--- src/rtl/unidade_controle_multiciclo_pkg.sv ---
// controle_pkg: states, opcode/funct3 constants, ALU encodings and control word for the multi-cycle control unit
package controle_pkg;
  typedef enum logic [2:0] {IDLE, FETCH, DECODE, EXECUTE, MEM, WRITEBACK, HALT} state_t;
  typedef enum logic [1:0] {K_ALU, K_LOAD, K_STORE, K_BRANCH} kind_t;
  localparam logic [6:0] OPC_LOAD = 7'b0000011;
  localparam logic [6:0] OPC_STORE = 7'b0100011;
  localparam logic [6:0] OPC_OP = 7'b0110011;
  localparam logic [6:0] OPC_IMM = 7'b0010011;
  localparam logic [6:0] OPC_BRANCH = 7'b1100011;
  localparam logic [2:0] F3_MEM = 3'b011;
  localparam logic [2:0] F3_ADD = 3'b000;
  localparam logic [2:0] F3_SUBI = 3'b001;
  localparam logic [2:0] F3_BEQ = 3'b000;
  localparam logic [2:0] F3_BNE = 3'b001;
  localparam logic [2:0] F3_BLT = 3'b100;
  localparam logic [2:0] F3_BGT = 3'b101;
  localparam logic [2:0] F3_BLTU = 3'b110;
  localparam logic [2:0] F3_BGTU = 3'b111;
  localparam logic [1:0] ULA_SUB = 2'b00;
  localparam logic [1:0] ULA_ADD = 2'b01;
  localparam logic [1:0] ULA_EQ = 2'b10;
  localparam logic [1:0] ULA_MAG = 2'b11;
  typedef struct packed {
    kind_t kind;
    logic [1:0] op_ula;
    logic operation_type;
    logic ula_entry;
    logic branch;
    logic sign;
  } ctrl_t;
endpackage

--- src/rtl/unidade_controle_multiciclo_decodificador.sv ---
// decodificador_controle: combinational decode of opcode/funct3/bit30 into a control word plus illegal flag
module decodificador_controle
  import controle_pkg::*;
(
  input logic [6:0] opcode,
  input logic [2:0] funct3,
  input logic alt,
  output ctrl_t cw,
  output logic illegal
);
  always_comb begin
    cw = '0;
    illegal = 1'b0;
    case (opcode)
      OPC_LOAD, OPC_STORE: begin
        cw.kind = opcode == OPC_LOAD ? K_LOAD : K_STORE;
        cw.op_ula = ULA_ADD;
        illegal = funct3 != F3_MEM;
      end
      OPC_OP: begin
        cw.kind = K_ALU;
        cw.op_ula = alt ? ULA_SUB : ULA_ADD;
        cw.operation_type = 1'b1;
        cw.ula_entry = 1'b1;
        illegal = funct3 != F3_ADD;
      end
      OPC_IMM: begin
        cw.kind = K_ALU;
        cw.op_ula = funct3 == F3_SUBI ? ULA_SUB : ULA_ADD;
        cw.operation_type = 1'b1;
        illegal = !(funct3 inside {F3_ADD, F3_SUBI});
      end
      OPC_BRANCH: begin
        cw.kind = K_BRANCH;
        cw.op_ula = funct3 inside {F3_BEQ, F3_BNE} ? ULA_EQ : ULA_MAG;
        cw.operation_type = 1'b1;
        cw.ula_entry = 1'b1;
        cw.branch = 1'b1;
        cw.sign = funct3 inside {F3_BLT, F3_BGT};
        illegal = !(funct3 inside {F3_BEQ, F3_BNE, F3_BLT, F3_BGT, F3_BLTU, F3_BGTU});
      end
      default: illegal = 1'b1;
    endcase
  end
endmodule

--- src/rtl/unidade_controle_multiciclo.sv ---
// unidade_controle_multiciclo: multi-cycle datapath sequencer with retire counter; CONTROLE_STEP_EN adds a step input gating FETCH
module unidade_controle_multiciclo
  import controle_pkg::*;
#(
  parameter int INSTR_W = 32,
  parameter int CNT_W = 32
) (
  input logic clk,
  input logic reset,
  input logic run,
`ifdef CONTROLE_STEP_EN
  input logic step,
`endif
  input logic [INSTR_W-1:0] instrucao,
  output logic load_en,
  output logic store_en,
  output logic [1:0] op_ula,
  output logic operation_type,
  output logic ula_entry,
  output logic branch,
  output logic sign,
  output logic pc_en,
  output logic halted,
  output logic illegal,
  output logic [CNT_W-1:0] instr_count
);
  state_t state, nxt;
  logic [INSTR_W-1:0] ir;
  ctrl_t cw, dec_cw;
  logic dec_illegal, go;
`ifdef CONTROLE_STEP_EN
  assign go = step;
`else
  assign go = 1'b1;
`endif
  decodificador_controle u_dec (
    .opcode(ir[6:0]),
    .funct3(ir[14:12]),
    .alt(ir[30]),
    .cw(dec_cw),
    .illegal(dec_illegal)
  );
  always_ff @(posedge clk) state <= reset ? IDLE : nxt;
  always_comb begin
    nxt = state;
    case (state)
      IDLE: nxt = run ? FETCH : IDLE;
      FETCH: nxt = go ? DECODE : FETCH;
      DECODE: nxt = (ir == '0 || dec_illegal) ? HALT : EXECUTE;
      EXECUTE: nxt = cw.kind == K_BRANCH ? FETCH : cw.kind == K_ALU ? WRITEBACK : MEM;
      MEM: nxt = cw.kind == K_LOAD ? WRITEBACK : FETCH;
      WRITEBACK: nxt = FETCH;
      default: nxt = HALT;
    endcase
  end
  assign load_en = state == WRITEBACK;
  assign store_en = state == MEM && cw.kind == K_STORE;
  assign pc_en = load_en || store_en || (state == EXECUTE && cw.kind == K_BRANCH);
  assign halted = state == HALT;
  assign op_ula = cw.op_ula;
  assign operation_type = cw.operation_type;
  assign ula_entry = cw.ula_entry;
  assign branch = cw.branch;
  assign sign = cw.sign;
  always_ff @(posedge clk) begin
    if (reset) begin
      ir <= '0;
      cw <= '0;
      illegal <= 1'b0;
      instr_count <= '0;
    end else begin
      if (state == FETCH && go) ir <= instrucao;
      if (state == DECODE) cw <= nxt == HALT ? ctrl_t'('0) : dec_cw;
      else if (nxt == FETCH) cw <= '0;
      if (state == DECODE && nxt == HALT) illegal <= ir != '0;
      if (pc_en) instr_count <= instr_count + CNT_W'(1);
    end
  end
endmodule

--- config.mk ---
export PLATFORM = sky130hd
export DESIGN_NAME = unidade_controle_multiciclo
export DESIGN_NICKNAME = d
export VERILOG_FILES = /design/src/rtl/unidade_controle_multiciclo_pkg.sv /design/src/rtl/unidade_controle_multiciclo_decodificador.sv /design/src/rtl/unidade_controle_multiciclo.sv
export SDC_FILE = /design/constraint.sdc
export NUM_CORES = 1
export LEC_CHECK = 0
export ABC_AREA = 1
export CORE_MARGIN = 2
export CORE_UTILIZATION = 56
export DETAILED_ROUTE_END_ITERATION = 16
export GPL_TIMING_DRIVEN = 0
export PLACE_DENSITY = 0.84
export SETUP_SLACK_MARGIN = 0.15
export SLEW_MARGIN = 20
export SYNTH_ARGS = -nofsm -noshare
export SYNTH_HDL_FRONTEND = slang
export SYNTH_HIERARCHICAL = 1
export SYNTH_SLANG_ARGS = --single-unit
--- constraint.sdc ---
create_clock -name clk -period 4.1 [get_ports clk]
set_clock_uncertainty 0.2 [all_clocks]
set_input_delay 0.82 -clock clk [delete_from_list [all_inputs] [get_ports clk]]
set_output_delay 0.82 -clock clk [all_outputs]
set_load 0.01 [all_outputs]
# After elaboration in Yosys (flattened, before gate mapping)
# Cells that the tools add are included.
# op_classes
eq_ne	22
muxes	18
add_sub_neg	1
reduce_logical	21
# op_table
op	n
adder 32 x 1 -> 32 bit (second input constant)	1
logical NOT 32 bit	1
nonzero test 32 bit	1
== test 3 bit (second input constant)	8
two-way mux 8 bit	3
one-hot mux 3 bit (6 select lines)	1
one-hot mux 4 bit (4 select lines)	1
== test 7 x 6 -> 1 bit (second input constant)	2
== test 3 x 1 -> 1 bit (second input constant)	3
two-way mux 3 bit	3
== test 7 x 2 -> 1 bit (second input constant)	1
== test 7 x 5 -> 1 bit (second input constant)	1
== test 7 bit (second input constant)	1
two-way mux 1 bit	7
== test 3 x 2 -> 1 bit (second input constant)	2
logical NOT 3 bit	2
nonzero test 2 bit	3
nonzero test 6 bit	1
== test 2 bit (second input constant)	2
two-way mux 2 bit	2
one-hot mux 1 bit (4 select lines)	1
OR reduction 2 bit	2
logical AND 1 bit	3
logical OR 1 bit	3
6 further kinds	7
# totals
reg_bits	76
input_bits	35
out_inout_bits	43

# Logic depth before layout (Yosys ltp)
# logic_depth
ltp_word	10
ltp_mapped	13
mapped_depth_nobuf	12

# Cells and area by module
# The synthesis kept the hierarchy.
# modules_own_cells
mod	n_inst	area_per_inst_um2	cells_per_inst	seq_area_each_um2
unidade_controle_multiciclo	1	3867.5	582	1521.5
decodificador_controle	1	236.5	51	0.0

# Least setup slack after synthesis
# No wires, ideal clock.
# synth_path
path_type	register to output
startpoint	reg cw[6] (netlist bit)
endpoint	out pc_en
path_stages_with_launch	7
arrival_time_ps	1148
n_path_buf	2
path_slack_ps	1932
required_ps	3080
cell_sequence	dfxtp_1 > inv_1 > ha_1 > o211ai_1 > nand2_2 > buf_6 > buf_4
# synth_between
elab_chain_len	4
# synth_rtl
item	line_no	rtl
start, declared	unidade_controle_multiciclo.sv:29	ctrl_t cw, dec_cw;
start signal, assigned	unidade_controle_multiciclo.sv:73	if (state == DECODE) cw <= nxt == HALT ? ctrl_t'('0) : dec_cw;
== test 2 bit	unidade_controle_multiciclo.sv:57	assign store_en = state == MEM && cw.kind == K_STORE;
logical AND 1 bit	unidade_controle_multiciclo.sv:57	
logical OR 1 bit	unidade_controle_multiciclo.sv:58	assign pc_en = load_en || store_en || (state == EXECUTE && cw.kind == K_BRANCH);
logical OR 1 bit (*)	unidade_controle_multiciclo.sv:58	
end, declared	unidade_controle_multiciclo.sv:22	output logic pc_en,
# Every way passes the cells marked *; elsewhere a longest branch is shown, timed or not.

# Worst setup path in the final report
# Same ends and word-level chain as after synthesis.

==> flow_metrics.env <==
export IMPL_cts_setup_buffers=0
export IMPL_start_kind="register"
export IMPL_synth_seq_cells=76
export IMPL_grt_pass1_vias=3802
export IMPL_hpwl_um=8180
export IMPL_grt_overflow_total=0
export IMPL_intPower_uw=1191
export IMPL_antenna_left=0
export IMPL_port_buffers=77
export IMPL_cp_slowest_cell="clkdlybuf4s50_1"
export IMPL_worst_pin_slew_ps=564.2
export IMPL_maxCapViolations=0
export IMPL_setup_violations=0
export IMPL_wl_per_cell_um=12.66
export IMPL_fin_crit_sh=0.7823
export IMPL_clock_power_share=0.350
export IMPL_required_ps=3080
export IMPL_synth_edff_count=0
export IMPL_hold_path_class="register to register"
export IMPL_postLayoutCellArea_um2=5199
export IMPL_p_sw_uw=475.0
export IMPL_grt_max_degree=14
export IMPL_cts_buffer_depth=2
export IMPL_dieArea_um2=8029
export IMPL_relSlewSlack=0.6239
export IMPL_clock_sinks=76
export IMPL_grt_total_usage=0.2654
export IMPL_antenna_found_initial=0
export IMPL_synth_ff_type="dfxtp_1"
export IMPL_syn_inst=633
export IMPL_synth_top_area_cell="dfxtp_1"
export IMPL_coreArea_um2=7176
export IMPL_syn_nets=672
export IMPL_status="completed"
export IMPL_worstHoldStart="ir[11]$_SDFFE_PP0P_"
export IMPL_pre_cts_slack_ps=1269
export IMPL_r2r_slack_ps=2150
export IMPL_swShare=0.2851
export IMPL_die_height_um=89.61
export IMPL_arrival_ps=2190
export IMPL_instances_no_fill=825
export IMPL_fillers=618
export IMPL_fmax_ghz=0.3118
export IMPL_synth_cell_type_count=29
export IMPL_cp_max_fo=10
export IMPL_finalHoldViolCount=0
export IMPL_cts_tree="yes"
export IMPL_crit_buf_inv=4
export IMPL_pwr_share_comb=0.154
export IMPL_hold_end="ir[11]$_SDFFE_PP0P_"
export IMPL_post_route_util=0.7245
export IMPL_ys_top_cells_by_count="nand2_1 (171), dfxtp_1 (76), inv_1 (72), nor2_1 (72), a21oi_1 (71)"
export IMPL_die_x_um=89.61
export IMPL_dp_cells=809
export IMPL_finalNetCount=760
export IMPL_n_antenna_cell=0
export IMPL_period_needed_ps=3208
export IMPL_place_area_um2=4999
export IMPL_seqPwrFrac=0.496
export IMPL_drive_gt1_frac=0.08402
export IMPL_cts_hold_buffers=0
export IMPL_drc=0
export IMPL_r2r_cells=8
export IMPL_ys_async_sr_fraction=0
export IMPL_numCtsBuffers=9
export IMPL_yosysMostFrequentCell="nand2_1"
export IMPL_clkTransAtPathRegs_ps=80
export IMPL_drv_slew=0
export IMPL_cts_resized=0
export IMPL_r2r_start="instr_count[0]$_SDFFE_PP0P_"
export IMPL_routed_via_density=5.187
export IMPL_clock_root_buffer="clkbuf_8"
export IMPL_grt_pass1_wl_um=16590
export IMPL_crit_chain="inv_1 -> ha_1 -> o211ai_1 -> nand2_2 -> buf_6 -> buf_4 -> clkdlybuf4s50_1"
export IMPL_r2r_end="instr_count[14]$_SDFFE_PP0P_"
export IMPL_path_depth=7
export IMPL_layout_setup_ws_ps=892.4
export IMPL_fin_tns_setup_ps=0
export IMPL_drtIter0Drc=264
export IMPL_drt_first_pass_iters=5
export IMPL_initial_core_util=0.5719
export IMPL_htreeDepth=3
export IMPL_synthToLayoutAreaGrowth_pct=26.68
export IMPL_yosys_warnings=6
export IMPL_synth_top_cell_area_share=0.3707
export IMPL_ios=78
export IMPL_holdPathStages=2
export IMPL_synth_area_top_cells="dfxtp_1 (37%), nand2_1 (16%), a21oi_1 (8.7%), inv_1 (6.6%), nor2_1 (6.6%)"
export IMPL_end_kind="output pin"
export IMPL_rsz0062_at_grt="no"
export IMPL_crit_type="register to output pin"
export IMPL_p_leak_uw=0.001913
export IMPL_path_delay_family="buffers and inverters"
export IMPL_place_congestion=0.9739
export IMPL_clock_latency_ps=340
export IMPL_vias=4279
export IMPL_cpPeakStageDelay_ps=480
export IMPL_syn_area_um2=4104
export IMPL_syn_area_per_cell_um2=6.483
export IMPL_seq_area_frac_synth=0.3707
export IMPL_rows=31
export IMPL_powerDensity_nw_per_um2=320.5
export IMPL_peakVddDrop_mv=0.1963
export IMPL_wirelength_um=10440
-- power groups by stage --
stage          Combinational [uW]  Clock (uW)  Sequential [uW]
3_5_place_dp                  254           0              844
2_1_floorplan                 173           0              835
4_1_cts                       255         587              826
3_3_place_gp                  246           0              841
6_report                      256         583              827
5_1_grt                       291         622              834
-- stage by stage --
step                hold slack [ps]  power (uW)
floorplan                     223.6        1008
global placement              231.2        1087
global route                  263.3        1747
CTS                           249.7        1668
finish                        244.3        1666
detailed placement            237.1        1098
-- per-layer routing --
metal / track usage / up-vias / share of wire
li1: - / 2204 / -
met1: 0.3437 / 1911 / 0.45
met2: 0.4345 / 141 / 0.47
met3: 0.05759 / 23 / 0.057
met4: 0.09905 / 0 / 0.022
met5: 0 / - / 0
-- how the worst max path moves through the flow --
stage,from,to,slack [ps]
after CTS,cw[6]$_SDFFE_PP0P_,pc_en,890
after global placement,cw[6]$_SDFFE_PP0P_,pc_en,1340
after detailed placement,cw[6]$_SDFFE_PP0P_,pc_en,1270
final,cw[6]$_SDFFE_PP0P_,pc_en,890
after global routing,cw[6]$_SDFFE_PP0P_,pc_en,800
after floorplan,cw[6]$_SDFFE_PP0P_,pc_en,1930
-- sequential cells by signal, summed over array words and instances, names as in the netlist --
signal and cells:
op_ula 2, operation_type 1, sign 1, cw 2
ir 32, state 3, instr_count 32, branch 1
ula_entry 1, illegal 1
-- cells by family after synthesis --
group,Yosys count,share of synthesized area
xor+xnor,5,0.01067
simple gates,325,0.3527
flops,76,0.3707
compound gates,117,0.1442
buf+inv,106,0.1095
fa+ha+maj,4,0.01220
-- final cells by class --
class | instances | area [um2] | share of cell area
Buffer | 23 | 137.6 | 0.02647
Clock buffer | 10 | 137.6 | 0.02647
Clock inverter | 6 | 62.56 | 0.01203
Inverter | 83 | 311.5 | 0.05993
Multi-Input combinational cell | 451 | 2133 | 0.4103
Sequential cell | 76 | 1521 | 0.2927
Tap cell | 99 | 123.9 | 0.02383
Timing Repair Buffer | 77 | 770.7 | 0.1483
-- layout by cell type, fill, tap and decap left out --
cell type        instances
o21ai_0                 40
clkbuf_8                10
o211ai_1                 1
clkbuf_1                10
xor2_1                   5
nand3b_1                 8
clkinv_4                 1
and3_1                   1
o21a_1                   1
inv_1                   72
nor3_2                   5
buf_2                    5
clkdlybuf4s50_1         77
nand3_2                  1
bufinv_16                1
nor3_4                   2
clkinv_1                 4
ha_1                     4
nand4_1                 12
nor2_2                   7
clkinv_2                 3
nand2_2                  7
inv_2                    7
o21ai_1                  3
nand2_1                171
buf_6                    4
nor2_1                  72
nor3_1                   9
inv_6                    1
buf_4                    4
a31oi_1                  1
dfxtp_1                 76
a21oi_1                 71
nand3_1                 27
nor2_4                   3
-- worst reg2reg max path, stage by stage (launching register included) --
cell and delay, ps:
dfxtp_1 460, ha_1 310, inv_2 100, nor2_4 150, nand2_1 100, nor2_2 200, xor2_1 180, nand2_1 60
a21oi_1 120
Power figures use the tool's default switching activity.
